[src/rtl/mmio_bus_initiator.sv]
// mmio_bus_initiator: host-side initiator for the single-word MMIO request/response bus.
// Takes one command at a time on a valid/ready port, issues exactly one single-cycle
// read or write request, waits for the matching response and reports the outcome on
// a one-cycle response pulse. All outputs come straight from flops.
// Optional feature: define MMIO_INITIATOR_TIMEOUT_EN to abort a transaction with an
// error after TIMEOUT_CYCLES silent WAIT cycles. Without it, WAIT persists until the
// matching response or reset.
module mmio_bus_initiator #(
    parameter int TIMEOUT_CYCLES = 16
) (
    input  logic        clock,
    input  logic        reset,
    // command port
    input  logic        cmd_valid,
    output logic        cmd_ready,
    input  logic        cmd_write,
    input  logic [31:0] cmd_address,
    input  logic [31:0] cmd_write_data,
    input  logic [3:0]  cmd_strobe,
    // response port
    output logic        rsp_valid,
    output logic [31:0] rsp_read_data,
    output logic        rsp_error,
    // MMIO bus
    output logic [31:0] rw_address,
    input  logic [31:0] read_data,
    output logic        read_request,
    input  logic        read_response,
    output logic [31:0] write_data,
    output logic [3:0]  write_strobe,
    output logic        write_request,
    input  logic        write_response
);

    typedef enum logic [1:0] {
        IDLE = 2'd0,
        REQ  = 2'd1,
        WAIT = 2'd2,
        RESP = 2'd3
    } state_t;

    // A zero timeout would abort every transaction before any responder could answer.
    if (TIMEOUT_CYCLES < 1) begin : g_bad_timeout
        $error("mmio_bus_initiator: TIMEOUT_CYCLES must be at least 1");
    end

    state_t      state_q, state_d;
    logic        is_write_q, is_write_d;
    logic        cmd_ready_q, cmd_ready_d;
    logic        rsp_valid_q, rsp_valid_d;
    logic [31:0] rsp_read_data_q, rsp_read_data_d;
    logic        rsp_error_q, rsp_error_d;
    logic [31:0] rw_address_q, rw_address_d;
    logic        read_request_q, read_request_d;
    logic [31:0] write_data_q, write_data_d;
    logic [3:0]  write_strobe_q, write_strobe_d;
    logic        write_request_q, write_request_d;
    logic        match_response;

`ifdef MMIO_INITIATOR_TIMEOUT_EN
    localparam int CW = $clog2(TIMEOUT_CYCLES + 1);
    // Count value seen during the last permitted silent WAIT cycle.
    localparam logic [CW-1:0] TIMEOUT_LAST = CW'(TIMEOUT_CYCLES - 1);
    logic [CW-1:0] wait_count_q, wait_count_d;
`endif

    assign cmd_ready     = cmd_ready_q;
    assign rsp_valid     = rsp_valid_q;
    assign rsp_read_data = rsp_read_data_q;
    assign rsp_error     = rsp_error_q;
    assign rw_address    = rw_address_q;
    assign read_request  = read_request_q;
    assign write_data    = write_data_q;
    assign write_strobe  = write_strobe_q;
    assign write_request = write_request_q;

    // Only the response that matches the outstanding request type counts.
    assign match_response = is_write_q ? write_response : read_response;

    // Next-state and next-output computation for the transaction FSM.
    always_comb begin
        state_d         = state_q;
        is_write_d      = is_write_q;
        cmd_ready_d     = cmd_ready_q;
        rsp_valid_d     = 1'b0;
        rsp_read_data_d = rsp_read_data_q;
        rsp_error_d     = rsp_error_q;
        rw_address_d    = rw_address_q;
        read_request_d  = 1'b0;
        write_data_d    = write_data_q;
        write_strobe_d  = write_strobe_q;
        write_request_d = 1'b0;
`ifdef MMIO_INITIATOR_TIMEOUT_EN
        wait_count_d    = wait_count_q;
`endif

        unique case (state_q)
            IDLE: begin
                cmd_ready_d     = 1'b1;
                rsp_read_data_d = '0;
                rsp_error_d     = 1'b0;
                if (cmd_valid && cmd_ready_q) begin
                    cmd_ready_d = 1'b0;
                    is_write_d  = cmd_write;
                    if (cmd_address[1:0] == 2'b00) begin
                        // Latch the command straight into the bus registers so the
                        // request cycle already presents a complete, stable beat.
                        state_d         = REQ;
                        rw_address_d    = cmd_address;
                        write_data_d    = cmd_write ? cmd_write_data : '0;
                        write_strobe_d  = cmd_write ? cmd_strobe : 4'b0000;
                        read_request_d  = ~cmd_write;
                        write_request_d = cmd_write;
                    end else begin
                        // Misaligned: report the error without touching the bus.
                        state_d     = RESP;
                        rsp_valid_d = 1'b1;
                        rsp_error_d = 1'b1;
                    end
                end
            end

            REQ, WAIT: begin
                cmd_ready_d = 1'b0;
                if (match_response) begin
                    state_d         = RESP;
                    rsp_valid_d     = 1'b1;
                    rsp_error_d     = 1'b0;
                    rsp_read_data_d = is_write_q ? '0 : read_data;
                    rw_address_d    = '0;
                    write_data_d    = '0;
                    write_strobe_d  = 4'b0000;
                end else if (state_q == REQ) begin
                    state_d = WAIT;
`ifdef MMIO_INITIATOR_TIMEOUT_EN
                    wait_count_d = '0;
`endif
                end
`ifdef MMIO_INITIATOR_TIMEOUT_EN
                else if (wait_count_q == TIMEOUT_LAST) begin
                    // Responder stayed silent too long; give up with an error.
                    state_d         = RESP;
                    rsp_valid_d     = 1'b1;
                    rsp_error_d     = 1'b1;
                    rsp_read_data_d = '0;
                    rw_address_d    = '0;
                    write_data_d    = '0;
                    write_strobe_d  = 4'b0000;
                end else begin
                    wait_count_d = wait_count_q + 1'b1;
                end
`endif
            end

            RESP: begin
                state_d         = IDLE;
                cmd_ready_d     = 1'b1;
                rsp_read_data_d = '0;
                rsp_error_d     = 1'b0;
            end

            default: begin
                state_d = IDLE;
            end
        endcase
    end

    // State and registered outputs; reset abandons any transaction in flight.
    always_ff @(posedge clock) begin
        if (reset) begin
            state_q         <= IDLE;
            is_write_q      <= 1'b0;
            cmd_ready_q     <= 1'b0;
            rsp_valid_q     <= 1'b0;
            rsp_read_data_q <= '0;
            rsp_error_q     <= 1'b0;
            rw_address_q    <= '0;
            read_request_q  <= 1'b0;
            write_data_q    <= '0;
            write_strobe_q  <= 4'b0000;
            write_request_q <= 1'b0;
`ifdef MMIO_INITIATOR_TIMEOUT_EN
            wait_count_q    <= '0;
`endif
        end else begin
            state_q         <= state_d;
            is_write_q      <= is_write_d;
            cmd_ready_q     <= cmd_ready_d;
            rsp_valid_q     <= rsp_valid_d;
            rsp_read_data_q <= rsp_read_data_d;
            rsp_error_q     <= rsp_error_d;
            rw_address_q    <= rw_address_d;
            read_request_q  <= read_request_d;
            write_data_q    <= write_data_d;
            write_strobe_q  <= write_strobe_d;
            write_request_q <= write_request_d;
`ifdef MMIO_INITIATOR_TIMEOUT_EN
            wait_count_q    <= wait_count_d;
`endif
        end
    end

endmodule

[config.mk]
export PLATFORM = sky130hd
export DESIGN_NAME = mmio_bus_initiator
export DESIGN_NICKNAME = d
export VERILOG_FILES = /design/src/rtl/mmio_bus_initiator.sv
export SDC_FILE = /design/constraint.sdc
export NUM_CORES = 1
export LEC_CHECK = 0
export ABC_AREA = 1
export BUFFER_PORTS_ARGS = -buffer_cell sky130_fd_sc_hd__buf_2
export CAP_MARGIN = 10
export CORE_MARGIN = 3
export CORE_UTILIZATION = 50
export DETAILED_ROUTE_END_ITERATION = 8
export HOLD_SLACK_MARGIN = 0.15
export PLACE_DENSITY = 0.85
export SYNTH_ARGS = -nofsm -noshare
export SYNTH_HDL_FRONTEND = slang
export SYNTH_SLANG_ARGS = --single-unit
[constraint.sdc]
create_clock -name clock -period 4.03 [get_ports clock]
set_input_delay 0.2015 -clock clock [delete_from_list [all_inputs] [get_ports clock]]
set_output_delay 0.2015 -clock clock [all_outputs]
set_load 0.03 [all_outputs]
Yosys cells after proc, flatten, opt, wreduce, memory -nomap -nowiden

Index checks and enable logic that the tools add are counted.

Multiplexer cells: 30
Shift operators: 0
Multiply operators: 0
Bitwise operators: 4
Div/mod/pow operators: 0
$lt $le $gt $ge: 0
Reduce and logical (&&, ||, !) cells: 10
Add/sub/neg operators: 0
Equal/unequal tests: 7

Operators with widths:

| kind               | number |
|---|---|
| $mux 32            | 8 |
| $pmux 32 s2        | 3 |
| $mux 4             | 4 |
| $mux 2             | 4 |
| $pmux 4 s2         | 1 |
| $mux 1             | 6 |
| $ne 2x2->1 const B | 3 |
| $pmux 1 s3         | 2 |
| $pmux 2 s3         | 1 |
| $eq 2x2->1 const B | 2 |
| $logic_not 2->1    | 2 |
| $not 1->1          | 4 |
| $reduce_and 2->1   | 2 |
| $reduce_and 4->1   | 1 |
| $reduce_or 2->1    | 2 |
| $reduce_or 4->1    | 1 |
| $ne 3x3->1 const B | 1 |
| $eq 2x1->1 const B | 1 |
| $pmux 1 s2         | 1 |
| $reduce_bool 2->1  | 1 |
| $logic_and 1x1->1  | 1 |

ROM bits: 0
Latch bits: 0
Word-level logic and storage cells: 62
Bits of input ports: 106
Memories kept: 0
RAM bits: 0
Register bits: 108

Depth between registers and ports, before layout

Gate-level depths: netlist of run 1.

Depth in word-level cells: 4
Gate-level depth with buffers: 11
Depth with buffers taken out: 9

Worst setup path after synthesis of run 1

OpenSTA, ideal clock, no wires.

Path type: register to register
Start: reg state_q[0]
End: reg write_data_q[19] (netlist: write_data[19])
Buffers on the path: 2
Clock period less this slack: 1.517 ns
Path slack: 2.513 ns
Data arrival time: 1.405 ns
Setup time: 0.112 ns
Required time: 3.918 ns
Stages on the path, launching flop included: 12
Cells stage by stage: dfxtp_1 -> inv_1 -> ha_1 -> inv_1 -> nor2_1 -> nand2_1 -> nand2_1 -> buf_4 -> buf_4 -> nand3_1 -> nand2_1 -> nor2_1

Word-level cells in the longest chain between the ends: 4
Elaborated cells on any way between the ends: 10
Classes of those cells: 5 x eq/ne; 1 x mux; 4 x reduce/logical

Ends and longest elaborated chain:

| what                                                                    | line | text |
|---|---|---|
| start: declaration                                                      | 47   | `state_t state_q, state_d;` |
| start signal: assignment                                                | 186  | `state_q <= state_d;` |
| $eq 2x1->1 / $eq 2x2->1 (equally long branches)                         | 97   | `unique case (state_q)` |
| $reduce_or 2->1                                                         | 97   |  |
| $ne 2x2->1 (no source line) / $reduce_bool 2->1 (equally long branches) | --   |  |
| $reduce_and 4->1 (no source line)                                       | --   |  |
| end signal: assignment                                                  | 194  | `write_data_q <= write_data_d;` |
| end: declaration                                                        | 55   | `logic [31:0] write_data_q, write_data_d;` |

Parallel ways exist; a longest one is shown, timed or not.
A chain may end at the register's enable or synchronous reset.

Worst setup path after layout of run 1

Start: reg state_q[0]
End: reg write_data_q[24] (netlist: write_data[24])

The elaborated chain is that of the path after synthesis.

==> results of run 1 <==
-- kinds of logic (layout without fill, tap and decap cells) --
group                    Yosys count  count (layout)  synth area share
AND/OR/NAND/NOR                  350             350             0.348
flip-flops                       108             108             0.490
buffers and inverters             71             313            0.0701
AO/OA/AOI/OAI                     69              69            0.0800
adder cells (fa/ha/maj)            4               4            0.0114
-- cell type report --
class	instances	area, µm²
multi-input cells	423	1940
inverters	19	71.3
clock buffers	10	138
flip-flops and latches	108	2160
fillers	593	2160
well taps	105	131
repair buffers	278	1720
clock inverters	6	56.3
-- sequential cells by signal, summed over array words and instances, names as in the netlist --
name and cells:
rw_address 32, write_data 32, write_request 1, rsp_read_data 32
is_write_q 1, cmd_ready 1, rsp_error 1, state_q 2
rsp_valid 1, read_request 1, write_strobe 4
-- worst max-delay path by stage --
| stage | from | endpoint | slack, ps | cells past startpoint |
|---|---|---|---|---|
| CTS | state_q[0] | write_data[24] | 1270 | 9 |
| global route | is_write_q | write_data[26] | 1040 | 9 |
| floorplan | state_q[0] | write_data[19] | 2510 | 11 |
| detailed placement | state_q[0] | write_data[0] | 1310 | 9 |
| global placement | state_q[0] | write_data[13] | 1420 | 9 |
| finish | state_q[0] | write_data[24] | 1270 | 9 |
-- what timing repair did --
action	4_1_cts	5_1_grt
endpoints found under the hold margin	62	0
hold buffers	62	0
resized for setup	0	0
-- cell usage in the layout, fill, tap and decap left out, types with 2 or more instances in the layout --
master,n
sky130_fd_sc_hd__buf_2,210
sky130_fd_sc_hd__nand2_1,160
sky130_fd_sc_hd__dfxtp_1,108
sky130_fd_sc_hd__nor2_1,87
sky130_fd_sc_hd__a21oi_1,65
sky130_fd_sc_hd__nand4_1,65
sky130_fd_sc_hd__dlygate4sd3_1,62
sky130_fd_sc_hd__nand3_1,31
sky130_fd_sc_hd__inv_1,16
sky130_fd_sc_hd__clkbuf_8,10
sky130_fd_sc_hd__buf_4,6
sky130_fd_sc_hd__inv_2,3
sky130_fd_sc_hd__ha_1,3
sky130_fd_sc_hd__clkinvlp_4,3
sky130_fd_sc_hd__inv_8,3
sky130_fd_sc_hd__nand3_2,2
sky130_fd_sc_hd__nor2_2,2
sky130_fd_sc_hd__a211oi_1,2
-- routing by layer --
layer | vias to the layer above | part of all wire | GRT usage
met5 | - | 0 | 0
met1 | 2283 | 0.39 | 0.317
met3 | 71 | 0.081 | 0.0862
met4 | 0 | 0.052 | 0.161
met2 | 256 | 0.48 | 0.449
li1 | 2464 | - | -
-- power groups by stage --
stage / Combinational (mW) / Sequential, mW / Clock [mW]
floorplan: 1.17 / 1.86 / 0
global placement: 1.97 / 1.44 / 0
detailed placement: 2.03 / 1.44 / 0
CTS: 2.08 / 1.42 / 0.655
global route: 2.32 / 1.45 / 0.695
finish: 2.10 / 1.42 / 0.643
-- worst max-delay path: cells and delay by family (launching register included) --
kind / cells / cell delay, ps
buf+inv: 4 / 1220
fa+ha+maj: 1 / 380
simple gates: 4 / 720
flops: 1 / 380
-- per-stage QoR --
stage          power, mW  hold WS, ps  worst slack, ps  cell area [µm²]
6_report            4.17          181             1270             6220
3_5_place_dp        3.47          447             1310             5410
4_1_cts             4.16          167             1270             6220
3_3_place_gp        3.41          445             1420             5410
5_1_grt             4.46          178             1040             6220
2_1_floorplan       3.03          350             2510             4410
==> results_tabular.tex, run 1 <==
\begin{tabular}{lr}
\hline
Metric & Value \\
\hline
\multicolumn{2}{l}{\textbf{Cells and area}} \\
\quad Final Core Density & 0.742 \\
\quad Fraction of final layout cells with drive strength greater than 1 & 0.286 \\
\quad Area Overhead vs Synth & 41.1\% \\
\quad Diodes inserted & 0 \\
\quad Final \#Nets & 949 \\
\quad Layout Cells excl Fill & 949 \\
\multicolumn{2}{l}{\textbf{Yosys}} \\
\quad Post-synth top cells & sky130\_fd\_sc\_hd\_\_nand2\_1, sky130\_fd\_sc\_hd\_\_dfxtp\_1, sky130\_fd\_sc\_hd\_\_nor2\_1 \\
\quad Share of Yosys cell area claimed by the top area cell type & 0.490 \\
\quad Cell taking the most area after synthesis & sky130\_fd\_sc\_hd\_\_dfxtp\_1 \\
\quad Net Count, Synth & 712 \\
\quad Mapped cell area & 4410 µm² \\
\quad Warning count from the yosys run & 0 \\
\quad Cell count after synthesis & 602 \\
\quad Post-synthesis average cell area & 7.32 µm² \\
\quad Dominant cell by count in the synthesized netlist & sky130\_fd\_sc\_hd\_\_nand2\_1 \\
\quad Synth area leaders & sky130\_fd\_sc\_hd\_\_dfxtp\_1, sky130\_fd\_sc\_hd\_\_nand2\_1, sky130\_fd\_sc\_hd\_\_nand4\_1, sky130\_fd\_sc\_hd\_\_nor2\_1, sky130\_fd\_sc\_hd\_\_a21oi\_1 \\
\quad Post-synth EDFFs & 0 \\
\quad Async set-or-reset flop fraction in the synthesized netlist & 0 \\
\quad Most frequently used flop master after synthesis & sky130\_fd\_sc\_hd\_\_dfxtp\_1 \\
\quad Seq cells post-synth & 108 \\
\quad Number of distinct standard cells referenced by the synthesized netlist & 20 \\
\quad Register area share after synthesis & 0.490 \\
\multicolumn{2}{l}{\textbf{Detailed routing}} \\
\quad Initial DRC count & 355 \\
\quad Number of search-and-repair iterations in the first detailed-routing pass & 6 \\
\quad DR vias & 5074 \\
\quad Total DRC errors in the routed layout & 0 \\
\quad Count of antenna-violating nets left after detailed routing & 0 \\
\quad Wirelength, routed & 14.3 mm \\
\quad Routed wirelength normalized by instance count & 15.1 µm \\
\quad Via/cell ratio & 5.35 \\
\multicolumn{2}{l}{\textbf{GRT}} \\
\quad Maximum number of pins on one net before global-route repair & 68 \\
\quad First-pass GRT wire length & 22.4 mm \\
\quad Vias in the first global route & 4960 \\
\quad GRT Util Overall & 0.275 \\
\quad Antenna violations before repair & 0 \\
\quad Congestion Overflow GR & 0 \\
\multicolumn{2}{l}{\textbf{Timing}} \\
\quad Number of setup violations in the final report & 0 \\
\quad Rel. slew slack & 0.244 \\
\quad Max frequency & 0.362 GHz \\
\quad RSZ-0062 raised after global routing & no \\
\quad Final hold violation count & 0 \\
\quad Actual slew at the worst max-slew pin & 1130 ps \\
\quad Clock tree skew after final layout & 8.18 ps \\
\quad Final setup TNS & 0 ps \\
\quad Period minus WS final & 2760 ps \\
\quad Number of pins exceeding their max-slew limit in the final report & 0 \\
\quad Post-route clock period utilization & 0.685 \\
\multicolumn{2}{l}{\textbf{Clock tree}} \\
\quad Clock tree root buffer cell & sky130\_fd\_sc\_hd\_\_clkbuf\_8 \\
\quad CTS H-tree depth & 3 \\
\quad Clock latency on the worst-skew pair & 360 ps \\
\quad CTS Sinks & 108 \\
\quad Post-CTS clock slew at the launch and capture registers of the worst setup and hold paths & 100 ps \\
\quad TritonCTS Buffers & 9 \\
\quad Longest Clk Path Bufs & 2 \\
\quad Number of setup buffers added after CTS & 0 \\
\quad TritonCTS clock tree & done \\
\multicolumn{2}{l}{\textbf{Power and ir drop}} \\
\quad Share of total power in combinational logic & 0.504 \\
\quad VDD IR-drop max & 496 µV \\
\quad Power Dens Cells & 670 nW/µm² \\
\quad Part of the total power dissipated in the clock network & 0.154 \\
\quad Static Leakage & 2.95 nW \\
\quad Net switching component of the power & 2.02 mW \\
\quad Cell internal pwr & 2.15 mW \\
\quad Sequential Power Share & 0.342 \\
\quad Sw Ratio & 0.484 \\
\multicolumn{2}{l}{\textbf{Min path}} \\
\quad Endpoint of the worst hold path & write\_data[11] \\
\quad Type of the tightest min-delay check & in2reg \\
\quad Min-delay src & cmd\_write\_data[11] \\
\quad Hold depth & 5 \\
\multicolumn{2}{l}{\textbf{Die}} \\
\quad Die footprint & 9980 µm² \\
\quad Number of I/O pins & 211 \\
\quad Placeable core region & 8380 µm² \\
\quad Number of standard-cell rows in the floorplan & 33 \\
\quad Initial core utilization & 0.526 \\
\quad Die extent in y & 99.9 µm \\
\quad Chip width & 99.9 µm \\
\multicolumn{2}{l}{\textbf{Placement}} \\
\quad Number of buffer cells added on primary ports & 210 \\
\quad Detailed placer's ending HPWL & 8.72 mm \\
\quad Cells after DPL & 871 \\
\quad Routability Congestion & 0.797 \\
\multicolumn{2}{l}{\textbf{Critical path}} \\
\quad Slowest stage delay, CP & 430 ps \\
\quad FF-to-FF Start & state\_q[0] \\
\quad Arrival time of data at the critical path endpoint & 3060 ps \\
\quad Crit Path Category & reg2reg \\
\quad Required time reported for the critical path endpoint & 4330 ps \\
\quad Worst R2R End & write\_data[24] \\
\quad Startpoint kind of the worst setup timing path & flop \\
\quad FF-to-FF path depth & 9 \\
\quad Worst-path cell chain & inv\_1 -> ha\_2 -> nand3\_2 -> buf\_4 -> nand3\_2 -> buf\_4 -> inv\_2 -> nor2\_1 -> nor2\_1 \\
\quad Largest fanout on the critical path & 32 \\
\quad Nature of the critical path endpoint & flop \\
\quad Slowest-stage cell, CP & sky130\_fd\_sc\_hd\_\_nand3\_2 \\
\quad Register-to-register setup slack & 1270 ps \\
\multicolumn{2}{l}{\textbf{Run status}} \\
\quad Outcome & completed \\
\multicolumn{2}{l}{\textbf{Run}} \\
\quad Max-cap check violation count & 0 \\
\hline
\end{tabular}
(Power assumes the default switching activity.)
==> run 2, diff against run 1 <==
Settings changed: ABC_AREA 1 to 0, CORE_UTILIZATION 50 to 39, PLACE_DENSITY 0.85 to 0.75.
Clock period 4.03 ns to 2.3 ns, I/O delays scaled along.
==> run 2 against run 1 <==
  * Clock skew grew 4.5 ps
  * Utilization is 8.9 points lower
  * Cell count fell by 15%
  * Clock-buffer cell count shrank 1
  * Largest cell class unchanged
  * Highest routed layer unchanged
==> results_tabular.tex, run 2 <==
\begin{tabular}{lr}
\hline
Metric & Value \\
\hline
\multicolumn{2}{l}{\textbf{Run status}} \\
\quad Outcome & completed \\
\multicolumn{2}{l}{\textbf{Timing}} \\
\quad Rel. slew slack & 0.648 \\
\quad RSZ-0062 raised after global routing & no \\
\quad Final setup TNS & 0 ps \\
\quad Max frequency & 0.491 GHz \\
\quad Worst Slack Setup Final & 263 ps \\
\quad Period minus WS final & 2040 ps \\
\quad Post-route clock period utilization & 0.886 \\
\quad Number of pins exceeding their max-slew limit in the final report & 0 \\
\quad Number of setup violations in the final report & 0 \\
\quad Final hold violation count & 0 \\
\quad Actual slew at the worst max-slew pin & 528 ps \\
\quad Clock tree skew after final layout & 12.6 ps \\
\multicolumn{2}{l}{\textbf{Yosys}} \\
\quad Register area share after synthesis & 0.580 \\
\quad Dominant cell by count in the synthesized netlist & sky130\_fd\_sc\_hd\_\_dfxtp\_1 \\
\quad Seq cells post-synth & 108 \\
\quad Post-synth EDFFs & 0 \\
\quad Most frequently used flop master after synthesis & sky130\_fd\_sc\_hd\_\_dfxtp\_1 \\
\quad Async set-or-reset flop fraction in the synthesized netlist & 0 \\
\quad Post-synthesis average cell area & 9.91 µm² \\
\quad Synth area leaders & sky130\_fd\_sc\_hd\_\_dfxtp\_1, sky130\_fd\_sc\_hd\_\_a22o\_1, sky130\_fd\_sc\_hd\_\_a22oi\_1, sky130\_fd\_sc\_hd\_\_a21oi\_1, sky130\_fd\_sc\_hd\_\_o21ai\_0 \\
\quad Cell taking the most area after synthesis & sky130\_fd\_sc\_hd\_\_dfxtp\_1 \\
\quad Number of distinct standard cells referenced by the synthesized netlist & 30 \\
\quad Net Count, Synth & 486 \\
\quad Post-synth top cells & sky130\_fd\_sc\_hd\_\_dfxtp\_1, sky130\_fd\_sc\_hd\_\_nor2\_1, sky130\_fd\_sc\_hd\_\_a22o\_1, sky130\_fd\_sc\_hd\_\_nand2\_1, sky130\_fd\_sc\_hd\_\_a21oi\_1 \\
\quad Cell count after synthesis & 376 \\
\quad Warning count from the yosys run & 0 \\
\quad Mapped cell area & 3730 µm² \\
\quad Share of Yosys cell area claimed by the top area cell type & 0.580 \\
\multicolumn{2}{l}{\textbf{GRT}} \\
\quad Antenna violations before repair & 0 \\
\quad Congestion Overflow GR & 0 \\
\quad Maximum number of pins on one net before global-route repair & 44 \\
\quad GRT Util Overall & 0.234 \\
\quad Vias in the first global route & 4155 \\
\quad First-pass GRT wire length & 20.8 mm \\
\multicolumn{2}{l}{\textbf{Critical path}} \\
\quad Required time reported for the critical path endpoint & 2590 ps \\
\quad Nature of the critical path endpoint & flop \\
\quad Crit Path Category & reg2reg \\
\quad Arrival time of data at the critical path endpoint & 2330 ps \\
\quad Startpoint kind of the worst setup timing path & flop \\
\quad Largest fanout on the critical path & 31 \\
\multicolumn{2}{l}{\textbf{Cells and area}} \\
\quad Area Overhead vs Synth & 62.7\% \\
\quad Final \#Nets & 783 \\
\quad Multi-input gate area & 1390 µm² \\
\quad Number of fill cells & 714 \\
\quad Fraction of final layout cells with drive strength greater than 1 & 0.355 \\
\quad Most frequent standard cell in the layout excluding fill and tap cells & sky130\_fd\_sc\_hd\_\_buf\_2 \\
\quad Area taken by flip-flops and latches & 2160 µm² \\
\quad Commonest non-fill, non-tap cells in the layout & sky130\_fd\_sc\_hd\_\_buf\_2, sky130\_fd\_sc\_hd\_\_dfxtp\_1, sky130\_fd\_sc\_hd\_\_dlygate4sd3\_1 \\
\quad Diodes inserted & 0 \\
\multicolumn{2}{l}{\textbf{Clock tree}} \\
\quad TritonCTS Buffers & 9 \\
\quad TritonCTS clock tree & done \\
\quad Clock tree root buffer cell & sky130\_fd\_sc\_hd\_\_clkbuf\_8 \\
\quad Clock latency on the worst-skew pair & 360 ps \\
\quad Number of setup buffers added after CTS & 0 \\
\quad CTS Sinks & 108 \\
\quad CTS H-tree depth & 3 \\
\quad Post-CTS clock slew at the launch and capture registers of the worst setup and hold paths & 110 ps \\
\quad Number of hold-repair buffers added at the cts stage & 99 \\
\quad Post-cts resize count & 0 \\
\quad Longest Clk Path Bufs & 2 \\
\multicolumn{2}{l}{\textbf{Placement}} \\
\quad Detailed placer's ending HPWL & 7.45 mm \\
\quad Routability Congestion & 0.838 \\
\quad Worst setup timing slack at the placement stage & 297 ps \\
\quad Number of buffer cells added on primary ports & 210 \\
\multicolumn{2}{l}{\textbf{Detailed routing}} \\
\quad Wirelength, routed & 12.6 mm \\
\quad Routed wirelength normalized by instance count & 15.7 µm \\
\quad Via/cell ratio & 4.98 \\
\quad Count of antenna-violating nets left after detailed routing & 0 \\
\quad DR vias & 4020 \\
\quad Number of search-and-repair iterations in the first detailed-routing pass & 4 \\
\quad Total DRC errors in the routed layout & 0 \\
\quad Initial DRC count & 197 \\
\multicolumn{2}{l}{\textbf{Power and ir drop}} \\
\quad Static Leakage & 2.83 nW \\
\quad Power Dens Cells & 789 nW/µm² \\
\quad VDD IR-drop max & 562 µV \\
\multicolumn{2}{l}{\textbf{Die}} \\
\quad Placeable core region & 9280 µm² \\
\quad Die extent in y & 104 µm \\
\quad Chip width & 104 µm \\
\quad Number of I/O pins & 211 \\
\quad Initial core utilization & 0.401 \\
\quad Die footprint & 10800 µm² \\
\quad Number of standard-cell rows in the floorplan & 35 \\
\multicolumn{2}{l}{\textbf{Min path}} \\
\quad Type of the tightest min-delay check & in2reg \\
\multicolumn{2}{l}{\textbf{Run}} \\
\quad Max-cap check violation count & 0 \\
\hline
\end{tabular}
run 2: final timing paths:
check,from,to,slack (ps),cells after the start
setup / recovery,state_q[0],rsp_read_data[19],260,6
hold / removal,cmd_address[0],write_request,180,3
setup reg to reg,state_q[0],rsp_read_data[19],260,6
hold reg to reg,rsp_error,rsp_error,460,2
run 2: area by class of cell:
class | count | area share
Sequential cell | 108 | 0.357
Timing Repair Buffer | 318 | 0.352
Multi-Input combinational cell | 232 | 0.229
Tap cell | 129 | 0.0266
Clock buffer | 9 | 0.0204
Clock inverter | 7 | 0.0128
Inverter | 4 | 0.00248
run 2: stage by stage:
| step | instance area (µm²) | hold WS, ps | power [mW] | cells | util |
|---|---|---|---|---|---|
| floorplan | 3730 | 194 | 3.12 | 376 | - |
| global placement | 4870 | 325 | 3.50 | 692 | 0.525 |
| detailed placement | 4870 | 328 | 3.54 | 692 | 0.525 |
| CTS | 6060 | 158 | 4.81 | 807 | 0.653 |
| global route | 6060 | 172 | 5.05 | 807 | 0.653 |
| finish | 6060 | 179 | 4.78 | 807 | 0.653 |
run 2: report_power, final:
| part | switching (mW) | internal (mW) | total (mW) |
|---|---|---|---|
| sequential | 0.0741 | 2.00 | 2.08 |
| clock | 0.703 | 0.430 | 1.13 |
| combinational | 1.02 | 0.549 | 1.57 |
run 2: critical path: stages, from the launching register on:
cell and delay (ps):
sky130_fd_sc_hd__dfxtp_1 390, sky130_fd_sc_hd__inv_1 80, sky130_fd_sc_hd__ha_1 430, sky130_fd_sc_hd__and2_2 400, sky130_fd_sc_hd__buf_4 370, sky130_fd_sc_hd__a22oi_1 140, sky130_fd_sc_hd__nor2_1 140
run 2: cell families after synthesis:
group           count (synthesis)  synth area share
mux                             3           0.00839
buf+inv                        36            0.0497
simple gates                   87             0.101
fa+ha+maj                       4            0.0134
compound gates                138             0.247
flops                         108             0.580
run 2: per-layer routing:
layer  GRT usage  part of all wire
met1       0.259              0.39
met2       0.420              0.50
met3      0.0804             0.086
met4      0.0769             0.022
met5           0                 0
==> run 3, diff against run 2 <==
Settings changed: ABC_AREA 0 to 1, CORE_UTILIZATION 39 to 42, PLACE_DENSITY 0.75 to 0.77.
==> run 3 against run 2 <==
  * Via count up 33%
  * Critical path depth up 1
  * Combinational power up 150%
  * Design area up 11%
  * Worst hold slack better by 130 ps
  * Utilization up 1.7 points
  * Power up 56%
  * First-iteration DRC count up 130%
  * Maximum frequency down 2.8%
  * Register-to-register slack worse by 60 ps
  * Wire length up 22%
  * Cell count up 27%
  * Largest cell class is now buffers
  * Largest power group is now combinational cells
==> results_tabular.tex, run 3 (synthesis gave the netlist of run 1 again) <==
\begin{tabular}{lr}
\hline
Metric & Value \\
\hline
\multicolumn{2}{l}{\textbf{Run status}} \\
\quad Outcome & completed \\
\multicolumn{2}{l}{\textbf{GRT}} \\
\quad Vias in the first global route & 5188 \\
\quad Congestion Overflow GR & 0 \\
\quad GRT Util Overall & 0.258 \\
\quad First-pass GRT wire length & 24.2 mm \\
\quad Antenna violations before repair & 0 \\
\quad Maximum number of pins on one net before global-route repair & 67 \\
\multicolumn{2}{l}{\textbf{Min path}} \\
\quad Endpoint of the worst hold path & rw\_address[1] \\
\quad Type of the tightest min-delay check & in2reg \\
\quad Min-delay src & reset \\
\quad Hold depth & 4 \\
\multicolumn{2}{l}{\textbf{Cells and area}} \\
\quad Fraction of final layout cells with drive strength greater than 1 & 0.275 \\
\quad Multi-input gate area & 1940 µm² \\
\quad Number of fill cells & 813 \\
\quad Area taken by flip-flops and latches & 2160 µm² \\
\quad Final \#Nets & 995 \\
\quad Commonest non-fill, non-tap cells in the layout & sky130\_fd\_sc\_hd\_\_buf\_2, sky130\_fd\_sc\_hd\_\_nand2\_1, sky130\_fd\_sc\_hd\_\_dfxtp\_1 \\
\quad Final Core Density & 0.670 \\
\quad Area Overhead vs Synth & 52.0\% \\
\quad Most frequent standard cell in the layout excluding fill and tap cells & sky130\_fd\_sc\_hd\_\_buf\_2 \\
\multicolumn{2}{l}{\textbf{Critical path}} \\
\quad Slowest stage delay, CP & 510 ps \\
\quad Cell type group with the largest total delay on the critical path & adder cells \\
\quad Arrival time of data at the critical path endpoint & 2370 ps \\
\quad Worst R2R End & rw\_address[18] \\
\quad FF-to-FF Start & state\_q[0] \\
\quad Slowest-stage cell, CP & sky130\_fd\_sc\_hd\_\_ha\_2 \\
\quad Largest fanout on the critical path & 44 \\
\quad Crit Path Category & reg2reg \\
\quad Critical path buffer and inverter count & 2 \\
\quad FF-to-FF path depth & 7 \\
\quad Register-to-register setup slack & 210 ps \\
\quad Required time reported for the critical path endpoint & 2580 ps \\
\quad Nature of the critical path endpoint & flop \\
\quad Dominant cell type by count on the critical path & sky130\_fd\_sc\_hd\_\_nand3\_2 \\
\quad Startpoint kind of the worst setup timing path & flop \\
\quad Worst-path cell chain & inv\_1 -> ha\_2 -> nand3\_2 -> nand3\_2 -> buf\_4 -> nand2\_1 -> a21oi\_1 \\
\multicolumn{2}{l}{\textbf{Power and ir drop}} \\
\quad Static Leakage & 3.16 nW \\
\quad Cell internal pwr & 3.92 mW \\
\quad Share of total power in combinational logic & 0.521 \\
\quad VDD IR-drop max & 715 µV \\
\quad Sequential Power Share & 0.334 \\
\quad Sw Ratio & 0.474 \\
\quad Power consumption & 7.45 mW \\
\quad Power Dens Cells & 1110 nW/µm² \\
\quad Part of the total power dissipated in the clock network & 0.145 \\
\quad Net switching component of the power & 3.53 mW \\
\multicolumn{2}{l}{\textbf{Clock tree}} \\
\quad Longest Clk Path Bufs & 2 \\
\quad Clock tree root buffer cell & sky130\_fd\_sc\_hd\_\_clkbuf\_8 \\
\quad TritonCTS clock tree & done \\
\quad CTS Sinks & 108 \\
\quad Clock latency on the worst-skew pair & 360 ps \\
\quad CTS H-tree depth & 3 \\
\quad Post-CTS clock slew at the launch and capture registers of the worst setup and hold paths & 100 ps \\
\quad Number of setup buffers added after CTS & 0 \\
\quad TritonCTS Buffers & 9 \\
\multicolumn{2}{l}{\textbf{Die}} \\
\quad Chip width & 108 µm \\
\quad Initial core utilization & 0.441 \\
\quad Number of standard-cell rows in the floorplan & 36 \\
\quad Placeable core region & 10000 µm² \\
\quad Die extent in y & 108 µm \\
\quad Number of I/O pins & 211 \\
\quad Die footprint & 11800 µm² \\
\multicolumn{2}{l}{\textbf{Placement}} \\
\quad Routability Congestion & 0.789 \\
\quad Number of buffer cells added on primary ports & 210 \\
\quad Detailed placer's ending HPWL & 9.07 mm \\
\multicolumn{2}{l}{\textbf{Run}} \\
\quad Max-cap check violation count & 0 \\
\multicolumn{2}{l}{\textbf{Detailed routing}} \\
\quad Met1 wire length & 5.75 mm \\
\quad Total length of routed met2 wires & 7.76 mm \\
\quad Detail Route met3 WL & 1.03 mm \\
\quad DR vias & 5353 \\
\quad Highest metal layer used by the detailed router & met4 \\
\quad Count of antenna-violating nets left after detailed routing & 0 \\
\quad Via/cell ratio & 5.23 \\
\quad Number of search-and-repair iterations in the first detailed-routing pass & 7 \\
\quad Routed wirelength normalized by instance count & 15.1 µm \\
\quad Initial DRC count & 458 \\
\quad Wirelength, routed & 15.4 mm \\
\quad Total DRC errors in the routed layout & 0 \\
\multicolumn{2}{l}{\textbf{Timing}} \\
\quad Final hold slack & 312 ps \\
\quad Number of pins exceeding their max-slew limit in the final report & 0 \\
\quad Actual slew at the worst max-slew pin & 685 ps \\
\quad Clock tree skew after final layout & 13.7 ps \\
\quad RSZ-0062 raised after global routing & no \\
\quad Final setup TNS & 0 ps \\
\quad Number of setup violations in the final report & 0 \\
\quad Post-route clock period utilization & 0.911 \\
\quad Final hold violation count & 0 \\
\quad Rel. slew slack & 0.543 \\
\quad Max frequency & 0.477 GHz \\
\quad Period minus WS final & 2090 ps \\
\hline
\end{tabular}
## run 3: cell count changes in the layout (fill, tap and decap cells not counted), moves of 13 or more
cell                      delta
sky130_fd_sc_hd__o21ai_0    -30
sky130_fd_sc_hd__nand4_1    +65
sky130_fd_sc_hd__nor2_1     +50
sky130_fd_sc_hd__nand3_1    +30
sky130_fd_sc_hd__inv_1      +13
sky130_fd_sc_hd__nand2_1   +124
sky130_fd_sc_hd__a21oi_1    +31
sky130_fd_sc_hd__a22oi_1    -32
sky130_fd_sc_hd__a22o_1     -36
## run 3: through the flow
| stage | cells | worst slack [ps] | area, µm² |
|---|---|---|---|
| finish | 1024 | 205 | 6700 |
| floorplan | 602 | 783 | 4410 |
| global route | 1023 | 71.5 | 6700 |
| global placement | 905 | 442 | 5500 |
| detailed placement | 905 | 307 | 5500 |
| CTS | 1023 | 291 | 6700 |
## run 3: worst max path at each step
stage,start,end,slack [ps],cells past startpoint
floorplan,state_q[0],write_data[19],780,11
global placement,state_q[1],write_data[28],440,8
detailed placement,state_q[1],rw_address[20],310,7
CTS,state_q[0],rw_address[20],290,7
global route,state_q[0],rw_address[15],70,7
finish,state_q[0],rw_address[18],210,7
## run 3: repair_timing
| action | 4_1_cts | 5_1_grt |
|---|---|---|
| hold endpoints to repair | 101 | 0 |
| hold buffers | 102 | 0 |
| resized for setup | 0 | 0 |
## run 3: per-layer routing
layer / vias up / track usage
met1: 2447 / 0.286
li1: 2552 / -
met5: - / 0
met3: 74 / 0.0531
met2: 280 / 0.446
met4: 0 / 0.170
## run 3: area by class of cell
class / count / share of cell area
timing repair buffer: 324 / 0.324
sequential: 108 / 0.323
multi-input combinational: 423 / 0.290
tap: 133 / 0.0248
clock buffer: 13 / 0.0237
inverter: 19 / 0.0106
clock inverter: 3 / 0.00317
antenna: 1 / 0.000373
## run 3: worst min-delay path, delay by kind of cell
kind	cells	cell delay (ps)
buf+inv	2	340
simple gates	2	180
## run 3: power groups by stage
stage          Sequential, mW  Combinational [mW]  Clock [mW]
2_1_floorplan            3.25                2.06           0
3_3_place_gp             2.51                3.61           0
3_5_place_dp             2.52                3.69           0
4_1_cts                  2.48                3.84        1.11
5_1_grt                  2.53                4.29        1.18
6_report                 2.49                3.88        1.08
